`src/rtl/bnn_window_gen_if.sv`:
```
// Pixel-in / window-out streaming bus of the 3x3 window generator.
// The slave side is the generator, the master side is whoever feeds pixels and drains windows.
interface bnn_window_gen_if #(
    parameter int unsigned CH = 3
) ();
    logic            pix_valid;
    logic            pix_ready;
    logic [CH-1:0]   pix_data;
    logic            win_valid;
    logic            win_ready;
    logic [9*CH-1:0] win_data;
    logic            win_last;

    modport master (
        output pix_valid,
        output pix_data,
        output win_ready,
        input  pix_ready,
        input  win_valid,
        input  win_data,
        input  win_last
    );

    modport slave (
        input  pix_valid,
        input  pix_data,
        input  win_ready,
        output pix_ready,
        output win_valid,
        output win_data,
        output win_last
    );
endinterface

```
`src/rtl/bnn_window_gen.sv`:
```
// Streaming 3x3 sliding-window generator for CH-channel binary feature maps.
// Raster-order pixels in, one registered 3x3xCH window out per valid position
// (stride 1, no padding). Two line buffers hold the previous two rows.
// Window tap k = 3*r + s (r = row offset, 0 = top; s = column offset, 0 = left)
// occupies win_data[k*CH +: CH].
module bnn_window_gen #(
    parameter int unsigned IMG_W = 8,
    parameter int unsigned IMG_H = 8,
    parameter int unsigned CH    = 3
) (
    input logic             clk,
    input logic             rstn,  // synchronous, active-high despite the name
    bnn_window_gen_if.slave bus
);
    localparam int unsigned COL_W = (IMG_W > 1) ? $clog2(IMG_W) : 1;
    localparam int unsigned ROW_W = (IMG_H > 1) ? $clog2(IMG_H) : 1;
    localparam logic [COL_W-1:0] COL_MAX = COL_W'(IMG_W - 1);
    localparam logic [ROW_W-1:0] ROW_MAX = ROW_W'(IMG_H - 1);

    logic             accept;
    logic             complete;
    logic             frame_end_pix;
    logic [COL_W-1:0] col_q, col_d;
    logic [ROW_W-1:0] row_q, row_d;
    logic             win_valid_q, win_valid_d;
    logic             win_last_q, win_last_d;
    logic [9*CH-1:0]  win_data_q, win_data_d;
    logic [9*CH-1:0]  tap_flat;

    // Line buffers: lb0 holds row-2, lb1 holds row-1, both indexed by column.
    logic [CH-1:0]    lb0_q [IMG_W];
    logic [CH-1:0]    lb1_q [IMG_W];
    // Running 3x3 window, indexed by tap k = 3*r + s.
    logic [CH-1:0]    tap_q [9];
    logic [CH-1:0]    tap_d [9];

    // Single output register: a new pixel may enter whenever the slot empties this cycle.
    assign bus.pix_ready = !win_valid_q || bus.win_ready;
    assign bus.win_valid = win_valid_q;
    assign bus.win_data  = win_data_q;
    assign bus.win_last  = win_last_q;

    assign accept        = bus.pix_valid && bus.pix_ready;
    // Only positions whose full 3x3 neighbourhood lies in the current frame emit,
    // so stale taps from earlier rows or frames never reach the output.
    assign complete      = accept && (col_q >= COL_W'(2)) && (row_q >= ROW_W'(2));
    assign frame_end_pix = (col_q == COL_MAX) && (row_q == ROW_MAX);

    // Window shift: columns move left, new right column comes from lb0, lb1 and the pixel.
    always_comb begin
        tap_d[0] = tap_q[1];
        tap_d[1] = tap_q[2];
        tap_d[2] = lb0_q[col_q];
        tap_d[3] = tap_q[4];
        tap_d[4] = tap_q[5];
        tap_d[5] = lb1_q[col_q];
        tap_d[6] = tap_q[7];
        tap_d[7] = tap_q[8];
        tap_d[8] = bus.pix_data;
        tap_flat = '0;
        for (int k = 0; k < 9; k++) begin
            tap_flat[k*CH +: CH] = tap_d[k];
        end
    end

    // Next-state for raster counters and the output slot.
    always_comb begin
        col_d       = col_q;
        row_d       = row_q;
        win_valid_d = win_valid_q;
        win_last_d  = win_last_q;
        win_data_d  = win_data_q;
        if (accept) begin
            if (col_q == COL_MAX) begin
                col_d = '0;
                row_d = (row_q == ROW_MAX) ? '0 : row_q + ROW_W'(1);
            end else begin
                col_d = col_q + COL_W'(1);
            end
        end
        if (complete) begin
            // Either the slot was empty or the old window retires this same cycle.
            win_valid_d = 1'b1;
            win_data_d  = tap_flat;
            win_last_d  = frame_end_pix;
        end else if (bus.win_ready) begin
            win_valid_d = 1'b0;
            win_last_d  = 1'b0;
        end
    end

    // Control and output registers with synchronous reset.
    always_ff @(posedge clk) begin
        if (rstn) begin
            col_q       <= '0;
            row_q       <= '0;
            win_valid_q <= 1'b0;
            win_last_q  <= 1'b0;
            win_data_q  <= '0;
        end else begin
            col_q       <= col_d;
            row_q       <= row_d;
            win_valid_q <= win_valid_d;
            win_last_q  <= win_last_d;
            win_data_q  <= win_data_d;
        end
    end

    // Pixel storage needs no reset; it is always refilled before being emitted.
    always_ff @(posedge clk) begin
        if (accept) begin
            tap_q        <= tap_d;
            lb0_q[col_q] <= lb1_q[col_q];
            lb1_q[col_q] <= bus.pix_data;
        end
    end
endmodule
```
`src/flat_wrapper.sv`:
```
// flat-port wrapper written by rule: the top's interface ports become plain ports
module bnn_window_gen_flat 
#(
    parameter int unsigned IMG_W = 8,
    parameter int unsigned IMG_H = 8,
    parameter int unsigned CH    = 3
)
  (clk, rstn, bus_pix_valid, bus_pix_data, bus_win_ready, bus_pix_ready, bus_win_valid, bus_win_data, bus_win_last);
  bnn_window_gen_if #(.CH(CH)) bus_i ();
  input logic clk;
  input logic rstn;
  input wire logic [$bits(bus_i.pix_valid)-1:0] bus_pix_valid;
  input wire logic [$bits(bus_i.pix_data)-1:0] bus_pix_data;
  input wire logic [$bits(bus_i.win_ready)-1:0] bus_win_ready;
  output wire logic [$bits(bus_i.pix_ready)-1:0] bus_pix_ready;
  output wire logic [$bits(bus_i.win_valid)-1:0] bus_win_valid;
  output wire logic [$bits(bus_i.win_data)-1:0] bus_win_data;
  output wire logic [$bits(bus_i.win_last)-1:0] bus_win_last;
  assign bus_i.pix_valid = bus_pix_valid;
  assign bus_i.pix_data = bus_pix_data;
  assign bus_i.win_ready = bus_win_ready;
  assign bus_pix_ready = bus_i.pix_ready;
  assign bus_win_valid = bus_i.win_valid;
  assign bus_win_data = bus_i.win_data;
  assign bus_win_last = bus_i.win_last;
  bnn_window_gen #(.IMG_W(IMG_W), .IMG_H(IMG_H), .CH(CH)) u_core (.clk(clk), .rstn(rstn), .bus(bus_i));
endmodule
```
`config.mk`:
```
export PLATFORM = sky130hd
export DESIGN_NAME = bnn_window_gen_flat
export DESIGN_NICKNAME = d
export VERILOG_FILES = /design/src/rtl/bnn_window_gen_if.sv /design/src/rtl/bnn_window_gen.sv /design/src/flat_wrapper.sv
export SDC_FILE = /design/constraint.sdc
export NUM_CORES = 1
export LEC_CHECK = 0
export BUFFER_PORTS_ARGS = -buffer_cell sky130_fd_sc_hd__buf_4
export CAP_MARGIN = 0
export CORE_MARGIN = 5
export CORE_UTILIZATION = 58
export CTS_CLUSTER_SIZE = 40
export DETAILED_ROUTE_END_ITERATION = 6
export PLACE_DENSITY = 0.78
export SYNTH_ARGS = -nofsm -noshare
export SYNTH_HDL_FRONTEND = slang
export SYNTH_SLANG_ARGS = --single-unit
export TNS_END_PERCENT = 1
```
`constraint.sdc`:
```
create_clock -name clk -period 2.2 [get_ports clk]
set_input_delay 0 -clock clk [delete_from_list [all_inputs] [get_ports clk]]
set_output_delay 0 -clock clk [all_outputs]
set_load 0.02 [all_outputs]
```
; Word-level counts from Yosys, hierarchy flattened
; Memory sizes are Yosys's and may differ from the RTL's. A register that Yosys moved wholly into a read port is not among the register bits.
; Cells that the tools add are included.
[word_totals]
reg_bits = 53
ram_bits = 48
out_inout_bits = 30
word_cells = 38
memories = 2
[op_classes]
n_addsub = 2
n_lt_le_gt_ge = 2
eq_ne = 2
mux = 11
n_reduce_logical = 8
[memory_table]
columns = name, words, width, rd, rd_ports_with_merged_regs, wr, line
row1 = u_core.lb0_q, 8, 3, 1, 1, 1, bnn_window_gen.sv:31  ; logic [CH-1:0] lb0_q [IMG_W];
row2 = u_core.lb1_q, 8, 3, 1, 1, 1, bnn_window_gen.sv:32  ; logic [CH-1:0] lb1_q [IMG_W];
[ops]
columns = cell, n
row1 = 3-bit two-way mux, 6
row2 = 3-bit by 1-bit adder with 3-bit output (second input constant), 2
row3 = 3-bit == test (second input constant), 2
row4 = 3-bit by 2-bit greater-or-equal comparator with 1-bit output (second input constant), 2
row5 = 1-bit two-way mux, 5
row6 = 1-bit logical AND, 4
row7 = 2-bit AND reduction, 1
row8 = 2-bit nonzero test, 1
row9 = 1-bit zero test, 1
row10 = 1-bit logical OR, 1

; Logic depth before layout (Yosys ltp)
; Gate-level depths: netlist of run 1.
[depth]
ltp_word = 6
mapped_depth = 7
ltp_nobuf = 5

; Worst setup path before layout of run 1
; No wires, ideal clock.
[synth_timing]
path_kind = reg-to-reg
startpoint = reg u_core.win_valid_q (netlist: u_core.bus.win_valid)
endpoint = mem u_core.lb0_q[0][0] (enable)
arrival_time_ns = 1.739
required_time_ns = 1.814
path_slack_ns = 0.075
path_stages_with_launch = 6
synth_period_minus_slack_ns = 2.125
cell_sequence = dfxtp_1 > nor2b_1 > inv_2 > clkbuf_1 > nand2_1 > nor4_1
[synth_between]
elab_chain_len = 5
[synth_lines]
columns = item, line
row1 = start: declaration, bnn_window_gen.sv:25  ; logic win_valid_q, win_valid_d;
row2 = start signal: assignment, bnn_window_gen.sv:103  ; win_valid_q <= win_valid_d;
row3 = 1-bit zero test, bnn_window_gen.sv:38  ; assign bus.pix_ready = !win_valid_q || bus.win_ready;
row4 = 1-bit logical OR, bnn_window_gen.sv:38
row5 = 1-bit logical AND, bnn_window_gen.sv:43  ; assign accept = bus.pix_valid && bus.pix_ready;
row6 = 1-bit two-way mux, bnn_window_gen.sv:111  ; if (accept) begin
row7 = 1-bit two-way mux (implied by the code), bnn_window_gen.sv:113  ; lb0_q[col_q] <= lb1_q[col_q];
row8 = end: declaration, bnn_window_gen.sv:31
; Every way passes these cells.

; Worst setup path in the final report of run 1
[layout_timing]
startpoint = reg u_core.col_q[1]
endpoint = reg u_core.win_data_q[2] (netlist: u_core.bus.win_data[2])
[layout_between]
elab_chain_len = 3
[layout_lines]
columns = item, line
row1 = start: declaration, bnn_window_gen.sv:23  ; logic [COL_W-1:0] col_q, col_d;
row2 = start signal: assignment, bnn_window_gen.sv:101  ; col_q <= col_d;
row3 = 3-bit by 2-bit greater-or-equal comparator with 1-bit output, bnn_window_gen.sv:46  ; assign complete = accept && (col_q >= COL_W'(2)) && (row_q >= ROW_W'(2));
row4 = 1-bit logical AND (2 in a row), bnn_window_gen.sv:46
row5 = end signal: assignment, bnn_window_gen.sv:105  ; win_data_q <= win_data_d;
row6 = end: declaration, bnn_window_gen.sv:27  ; logic [9*CH-1:0] win_data_q, win_data_d;
; Every way passes these cells.
; A chain may end at the register's enable or synchronous reset.

==> results of run 1 <==
[critical path, delay by kind of cell (launching register included)]
kind                     cells  cell delay, ns
buffers and inverters        1            0.28
AND/OR/NAND/NOR              1            0.12
flip-flops                   1            0.54
adder cells (fa/ha/maj)      1            0.26
AO/OA/AOI/OAI                2            0.76
[layer usage]
metal	global-route usage	wire, um	vias up
met3	0.0449	491	21
li1	-	-	1228
met5	0	0	-
met4	0.0878	203	0
met2	0.316	4230	93
met1	0.280	3580	1265
[logic make-up after synthesis]
group,count (synthesis)
DFF,104
adders and majority gates,5
AOI/OAI and AO/OA,71
muxes,30
and+or+nand+nor,46
buffers and inverters,38
[final cells by class]
cell class,instances,share of cell area
Multi-Input combinational cell,152,0.249
Clock inverter,6,0.0105
Sequential cell,104,0.588
Inverter,12,0.00966
Timing Repair Buffer,51,0.0870
Clock buffer,10,0.0295
Tap cell,96,0.0258
[cells in the mapped netlist, drive strengths merged]
cell type,count
edfxtp,66
dfxtp,38
a21oi,29
nand4,25
mux2i,24
o31ai,24
buf,14
clkbuf,12
inv,12
a211oi,6
a31oi,6
mux4,6
ha,5
nor2,5
nor3,5
nand2,3
nand2b,2
nand3,2
nor2b,2
o21ai,2
a311oi,1
nor4,1
o311ai,1
o32a,1
o32ai,1
or4,1
[per-stage QoR]
| stage | area, um2 | instances |
|---|---|---|
| 6_report | 4660 | 431 |
| 5_1_grt | 4660 | 431 |
| 4_1_cts | 4660 | 431 |
| 3_5_place_dp | 4440 | 411 |
| 3_3_place_gp | 4440 | 411 |
| 2_1_floorplan | 4090 | 294 |
[registers in the layout, summed over array words and instances (netlist names), named ones only]
| signal | flops |
|---|---|
| u_core.lb1_q | 24 |
| u_core.lb0_q | 24 |
| u_core.tap_d | 18 |
| u_core.bus.win_last | 1 |
| u_core.col_q | 3 |
| u_core.bus.win_valid | 1 |
| u_core.row_q | 3 |
| u_core.bus.win_data | 27 |
[how the worst max path moves through the flow]
stage	end	slack, ns
3_5_place_dp	u_core.lb1_q[2][0]$_DFFE_PP_	0.18
6_report	u_core.bus.win_data[2]$_SDFFE_PP0P_	0.18
4_1_cts	u_core.lb0_q[2][0]$_DFFE_PP_	0.16
5_1_grt	u_core.bus.win_data[2]$_SDFFE_PP0P_	0.04
2_1_floorplan	u_core.lb0_q[0][0]$_DFFE_PP_	0.07
3_3_place_gp	u_core.lb0_q[2][1]$_DFFE_PP_	0.31
[power by group through the flow]
stage	Clock [mW]	Sequential [mW]	Combinational, mW
4_1_cts	1.14	2.18	0.201
3_5_place_dp	0	2.23	0.194
2_1_floorplan	0	2.21	0.141
3_3_place_gp	0	2.22	0.188
5_1_grt	1.22	2.19	0.217
6_report	1.11	2.18	0.201
[repair_timing]
item,4_1_cts,5_1_grt
hold buffers,4,0
endpoints found under the setup margin,0,0
endpoints found under the hold margin,31,0
==> flow_summary.yaml, run 1 <==
outcome:
  status: "complete, no violations"
layout:
  fin_nets: 342
  area_delta_synth_final_pct: 13.9
  regArea_um2: 2740
  multi_input_area_um2: 1160
  layout_common_cells: "edfxtp_1 (66), buf_4 (46), dfxtp_1 (38)"
  fillers: 490
  final_common_cell: "edfxtp_1"
  insertedDiodeCount: 0
  final_layout_size_suffix_gt1_frac: 0.215
  final_core_util: 0.682
timing:
  final.setup.worst_slack_ns: 0.177
  fin_crit_sh: 0.920
  fin_setup_tns_ns: 0
  relSlewSlack: 0.287
  final-hold-violation-count: 0
  finClkSkew_ns: 0.0120
  rsz0062_at_grt: "no"
  finalMaxSlewViolations: 0
  setup_violations: 0
  final.min_clock_period_ns: 2.02
  worstMarginPinSlew_ns: 1.06
  fin_hold_ws_ns: 0.0291
  fmax_ghz: 0.494
critical_path:
  reg2reg_setup_slack_ns: 0.18
  startpoint_type: "register"
  r2r_cells: 5
  critPathLaunch: "u_core.col_q[1]$_SDFFE_PP0P_"
  cp-end-kind: "register"
  r2r_start: "u_core.col_q[1]$_SDFFE_PP0P_"
  max_stage_delay_ns: 0.59
  path_class: "register to register"
  required_ns: 2.50
  worstPathArrival_ns: 2.32
  cpMaxStageDelayCell: "o32a_1"
  worstPathCellList: "ha_1 > o32a_1 > buf_4 > nand4_1 > a21oi_1"
  worstPathMaxFanout: 18
  r2r-end: "u_core.bus.win_data[2]$_SDFFE_PP0P_"
yosys:
  yosys_warnings: 0
  muxShareOfSynthArea: 0.0917
  synth_area_leaders: "edfxtp_1 (48%), dfxtp_1 (19%), mux2i_1 (5.9%)"
  seq_area_frac_synth: 0.670
  synthAdderAreaFrac: 0.0153
  synth_top_family_by_area: "compound AO/OA/AOI/OAI gates"
  synth.distinct_cells: 30
  avgSynthCellArea_um2: 13.9
  synth-xor-area-share: 0
  syn-cell-area_um2: 4090
  synth_compound_gate_area_share: 0.113
  synth_nets: 306
  synth_top_area_share: 0.484
  synth_top_area_cell: "edfxtp_1"
  synth_cells: 294
  ys_ff_latch: 104
  yosys.area_share.simple: 0.0636
power:
  power.density_nw_per_um2: 749
  p_switching_mw: 0.812
  ir_drop_v: 0.000655
  power.share.clock: 0.318
  p_seq_frac: 0.625
  power_mw: 3.49
  p_leak_nw: 1.60
  p_comb_frac: 0.057
  p_sw_frac: 0.233
  p_int_mw: 2.68
route:
  postRouteAntennaNets: 0
  drt_iter0_drc: 221
  firstDrtPassIters: 4
  route.detailed.drc: 0
  routed_wl_um: 8510
  route.vias.total: 2607
  vias_per_cell: 6.05
  wl_per_cell_um: 19.7
clocking:
  cts_root_buf: "clkbuf_8"
  htreeDepth: 3
  cts-buffers-inserted: 9
  post_cts_resized: 0
  clock_latency_ns: 0.37
  clk_pin_slew_worst_paths_ns: 0.10
  cts_buffer_depth: 2
  cts_tree: "yes"
  cts.sinks: 104
  postCtsSetupBuffers: 0
hold_path:
  hold_path_class: "input port to register"
  hold_path_depth: 2
  worstHoldStart: "rstn"
  hold_path_end: "u_core.bus.win_valid$_SDFFE_PP0P_"
floorplan:
  pin_count: 37
  die_w_um: 94.0
  rows: 30
  die-area_um2: 8830
  start_util: 0.599
  coreArea_um2: 6830
  die_h_um: 94.0
placement:
  io_buffer_count: 36
  gp_congestion: 0.795
  hpwlAfterDp_um: 5650
  dp_worst_setup_slack_ns: 0.185
global_route:
  globalRoute.totalOverflow: 0
  grt_usage: 0.205
  grt_pass1_vias: 2495
  antenna_found_initial: 0
  grt_max_degree: 37
  grt_pass1_wl_um: 13500
run:
  drv_cap: 0
Power figures use the tool's default switching activity.
==> run 2, diff against run 1 <==
Settings changed: CELL_PAD_IN_SITES_DETAIL_PLACEMENT from default to 0, CELL_PAD_IN_SITES_GLOBAL_PLACEMENT from default to 1, CORE_UTILIZATION 58 to 48, HOLD_SLACK_MARGIN from default to 0.12, PLACE_DENSITY 0.78 to default, PLACE_DENSITY_LB_ADDON from default to 0.1, REMOVE_ABC_BUFFERS from default to 1.
==> run 2 against run 1 <==
  * Power increased by 1.5%
  * First-iteration DRC count shrank 38%
  * Global-route usage shrank 2.5 points
  * Clock power is 5% higher
  * Wire length rose by 2.6%
  * Die area increased by 19%
  * Sequential share of layout area decreased by 0.33 points
  * Largest cell class unchanged
  * Fmax is 7.6% higher
==> flow_summary.yaml, run 2 (synthesis gave the netlist of run 1 again) <==
outcome:
  status: "complete, no violations"
layout:
  final_common_cell: "edfxtp_1"
  layout_common_cells: "edfxtp_1 (66), buf_4 (44), dfxtp_1 (38)"
  insertedDiodeCount: 0
  regArea_um2: 2740
  fin_nets: 342
  fillers: 695
  final_layout_size_suffix_gt1_frac: 0.209
  multi_input_area_um2: 1160
  largest_reg_flops: 27
  area_delta_synth_final_pct: 14.6
timing:
  finClkSkew_ns: 0.0124
  worstMarginPinSlew_ns: 1.00
  fmax_ghz: 0.532
  finalMaxSlewViolations: 0
  rsz0062_at_grt: "no"
  setup_violations: 0
  relSlewSlack: 0.327
  final.min_clock_period_ns: 1.88
  final-hold-violation-count: 0
  fin_hold_ws_ns: 0.443
  final.setup.worst_slack_ns: 0.320
  fin_crit_sh: 0.855
floorplan:
  pin_count: 37
  rows: 33
  die_w_um: 102
  start_util: 0.495
  die-area_um2: 10500
  coreArea_um2: 8260
  die_h_um: 102
clocking:
  post_cts_resized: 0
  postCtsSetupBuffers: 0
  htreeDepth: 3
  holdBufCountCts: 6
  clk_pin_slew_worst_paths_ns: 0.10
  cts.sinks: 104
  cts_tree: "yes"
  cts-buffers-inserted: 9
  cts_root_buf: "clkbuf_8"
  cts_buffer_depth: 2
  clock_latency_ns: 0.37
route:
  route.vias.total: 2575
  wl_per_cell_um: 19.8
  vias_per_cell: 5.85
  routed_wl_um: 8730
  drt_iter0_drc: 138
  firstDrtPassIters: 4
  postRouteAntennaNets: 0
  route.detailed.drc: 0
global_route:
  grt_pass1_wl_um: 14100
  grt_usage: 0.180
  antenna_found_initial: 0
  grt_pass1_vias: 2610
  grt_max_degree: 36
  globalRoute.totalOverflow: 0
power:
  power_mw: 3.55
  power.density_nw_per_um2: 757
  p_leak_nw: 1.59
  ir_drop_v: 0.000381
critical_path:
  path_depth: 4
  worstPathArrival_ns: 1.87
  reg2reg_setup_slack_ns: 0.32
  worstPathCellList: "nor2b_2 > inv_2 > nand2_1 > nor3_1"
  crit_buf_inv: 1
  cp-end-kind: "register"
  worstPathMaxFanout: 6
  crit_family: "simple AND/OR/NAND/NOR gates"
  startpoint_type: "register"
  required_ns: 2.19
  path_class: "register to register"
  cpMaxStageDelayCell: "nor3_1"
  max_stage_delay_ns: 0.83
  r2r_cells: 4
placement:
  io_buffer_count: 36
  dp_worst_setup_slack_ns: 0.295
  hpwlAfterDp_um: 5310
  gp_congestion: 0.792
hold_path:
  hold_path_depth: 0
  hold_path_class: "register to register"
run:
  drv_cap: 0
-- run 2: final timing paths --
kind,start,to
worst min register to register,u_core.tap_d[5]$_DFFE_PP_,u_core.tap_d[8]$_DFFE_PP_
worst min-delay path,u_core.tap_d[5]$_DFFE_PP_,u_core.tap_d[8]$_DFFE_PP_
worst max-delay path,u_core.bus.win_valid$_SDFFE_PP0P_,u_core.lb0_q[6][0]$_DFFE_PP_
worst max register to register,u_core.bus.win_valid$_SDFFE_PP0P_,u_core.lb0_q[6][0]$_DFFE_PP_
-- run 2: where the power goes --
part	switching (mW)	internal, mW	total (mW)	leakage, nW
Clock	0.674	0.491	1.17	0.0950
Sequential	0.0300	2.15	2.18	0.919
Combinational	0.126	0.0764	0.202	0.580
-- run 2: per-layer routing --
metal,up-vias,routed length (um),GRT usage
li1,1225,-,-
met1,1284,3950,0.253
met2,57,4270,0.281
met3,9,409,0.0307
met4,0,101,0.0666
met5,-,0,0
-- run 2: area by class of cell --
cell class                 count  share of cell area
clock inverter                 6              0.0101
tap                          105              0.0280
sequential                   104               0.585
multi-input combinational    152               0.248
clock buffer                  10              0.0318
timing repair buffer          51              0.0875
inverter                      12             0.00961
-- run 2: per-stage QoR --
step / utilization / instances / cell area (um2) / TNS (ns)
after floorplan: - / 268 / 3950 / -57.88
after global placement: 0.537 / 418 / 4430 / 0
after detailed placement: 0.537 / 418 / 4430 / 0
after CTS: 0.568 / 440 / 4690 / 0
after global routing: 0.568 / 440 / 4690 / 0
final: 0.568 / 440 / 4690 / 0
==> run 3, diff against run 2 <==
Settings changed: RECOVER_POWER from default to 50, TNS_END_PERCENT 1 to default.
==> run 3 against run 2 <==
  * Sequential power hardly changed
  * Flip-flop and latch count unchanged
  * Via count barely moved
  * First-iteration DRC count down 8.0%
  * Register-to-register slack about the same
  * Worst hold slack about the same
==> flow_summary.yaml, run 3 (synthesis gave the netlist of run 1 again) <==
route:
  firstDrtPassIters: 4
  wl_per_cell_um: 19.9
  routed_wl_um: 8740
  route.detailed.drc: 0
  vias_per_cell: 5.85
  postRouteAntennaNets: 0
  drt_iter0_drc: 127
  route.vias.total: 2574
placement:
  io_buffer_count: 36
  dp_worst_setup_slack_ns: 0.295
  hpwlAfterDp_um: 5310
  dpl.cell_count: 418
  place_area_um2: 4430
  gp_congestion: 0.792
power:
  p_leak_nw: 1.45
  p_switching_mw: 0.831
  p_comb_frac: 0.056
  p_int_mw: 2.71
  power.density_nw_per_um2: 778
  power.share.clock: 0.329
  p_seq_frac: 0.615
  p_sw_frac: 0.234
  ir_drop_v: 0.000379
clocking:
  cts_tree: "yes"
  cts-buffers-inserted: 9
  cts_buffer_depth: 2
  clock_latency_ns: 0.37
  clk_pin_slew_worst_paths_ns: 0.10
  htreeDepth: 3
  cts.sinks: 104
  cts_root_buf: "clkbuf_8"
critical_path:
  max_stage_delay_ns: 0.50
  startpoint_type: "register"
  cpMaxStageDelayCell: "clkbuf_2"
  r2r_start: "u_core.bus.win_valid$_SDFFE_PP0P_"
  worstPathCellList: "nor2b_1 > clkinv_1 > clkbuf_2 > buf_4"
  worstPathArrival_ns: 1.89
  critPathLaunch: "u_core.bus.win_valid$_SDFFE_PP0P_"
  required_ns: 2.20
  worstPathMaxFanout: 35
  path_class: "register to output port"
  cp-end-kind: "output port"
layout:
  final_core_util: 0.552
  insertedDiodeCount: 0
  fin_nets: 342
  largest_reg_flops: 27
  final_layout_size_suffix_gt1_frac: 0.101
  fin_area_um2: 4560
  final_cells: 440
  final_common_cell: "edfxtp_1"
  area_delta_synth_final_pct: 11.3
  layout_common_cells: "edfxtp_1 (66), dfxtp_1 (38), clkbuf_1 (34)"
timing:
  final-hold-violation-count: 0
  final.setup.worst_slack_ns: 0.307
  fin_setup_tns_ns: 0
  fmax_ghz: 0.528
  final.min_clock_period_ns: 1.89
  relSlewSlack: 0.306
  rsz0062_at_grt: "no"
  finClkSkew_ns: 0.0135
  worstMarginPinSlew_ns: 1.03
  fin_crit_sh: 0.860
  finalMaxSlewViolations: 0
  setup_violations: 0
global_route:
  grt_usage: 0.180
  antenna_found_initial: 0
  grt_max_degree: 36
  grt_pass1_vias: 2610
  grt_pass1_wl_um: 14100
  globalRoute.totalOverflow: 0
floorplan:
  coreArea_um2: 8260
  start_util: 0.495
  die_h_um: 102
  die_w_um: 102
  die-area_um2: 10500
  rows: 33
  pin_count: 37
outcome:
  status: "complete, no violations"
run:
  drv_cap: 0
hold_path:
  worstHoldStart: "u_core.tap_d[5]$_DFFE_PP_"
  hold_path_class: "register to register"
-- run 3: cell types whose count changed in the layout (fill, tap and decap cells not counted), sizes merged --
cell    before  now
buf         45   10
clkbuf      10   45
clkinv       1    2
inv         15   14
-- run 3: through the flow --
stage / power [mW] / hold slack, ns
floorplan: 2.32 / 0.0691
global placement: 2.42 / 0.277
detailed placement: 2.42 / 0.280
CTS: 3.58 / 0.429
global route: 3.69 / 0.463
finish: 3.54 / 0.443
-- run 3: worst paths after layout --
path / end / slack [ns] / cells after the start
worst min register to register: u_core.tap_d[8]$_DFFE_PP_ / 0.44 / 0
worst max register to register: u_core.lb0_q[6][0]$_DFFE_PP_ / 0.31 / 4
worst max-delay path: bus_pix_ready / 0.31 / 4
worst min-delay path: u_core.tap_d[8]$_DFFE_PP_ / 0.44 / 0
-- run 3: power groups by stage --
stage	registers (mW)	clock network, mW	logic [mW]
6_report	2.18	1.17	0.198
5_1_grt	2.19	1.28	0.217
4_1_cts	2.18	1.19	0.206
3_5_place_dp	2.22	0	0.197
3_3_place_gp	2.22	0	0.196
2_1_floorplan	2.23	0	0.0963
-- run 3: per-layer routing --
| metal | vias to the layer above | global-route usage | wire length (um) |
|---|---|---|---|
| met2 | 47 | 0.281 | 4250 |
| met4 | 0 | 0.0666 | 101 |
| li1 | 1222 | - | - |
| met1 | 1296 | 0.253 | 4040 |
| met3 | 9 | 0.0307 | 348 |
| met5 | - | 0 | 0 |
-- run 3: timing repair --
action,4_1_cts,5_1_grt
buffers inserted,0,0
hold buffers,6,0
resized for setup,0,0
hold endpoints to repair,65,0
-- run 3: worst max-delay path: cells and delay by family (launching register included) --
kind | cells | cell delay [ns]
AND/OR/NAND/NOR | 1 | 0.19
buffers and inverters | 3 | 0.97
flip-flops | 1 | 0.36
-- run 3: cell type report --
| type | count | area, um2 |
|---|---|---|
| Sequential cell | 104 | 2740 |
| Timing Repair Buffer | 51 | 280 |
| Inverter | 12 | 45.0 |
| Tap cell | 105 | 131 |
| Clock buffer | 10 | 149 |
| Multi-Input combinational cell | 152 | 1160 |
| Fill cell | 733 | 3700 |
| Clock inverter | 6 | 47.5 |
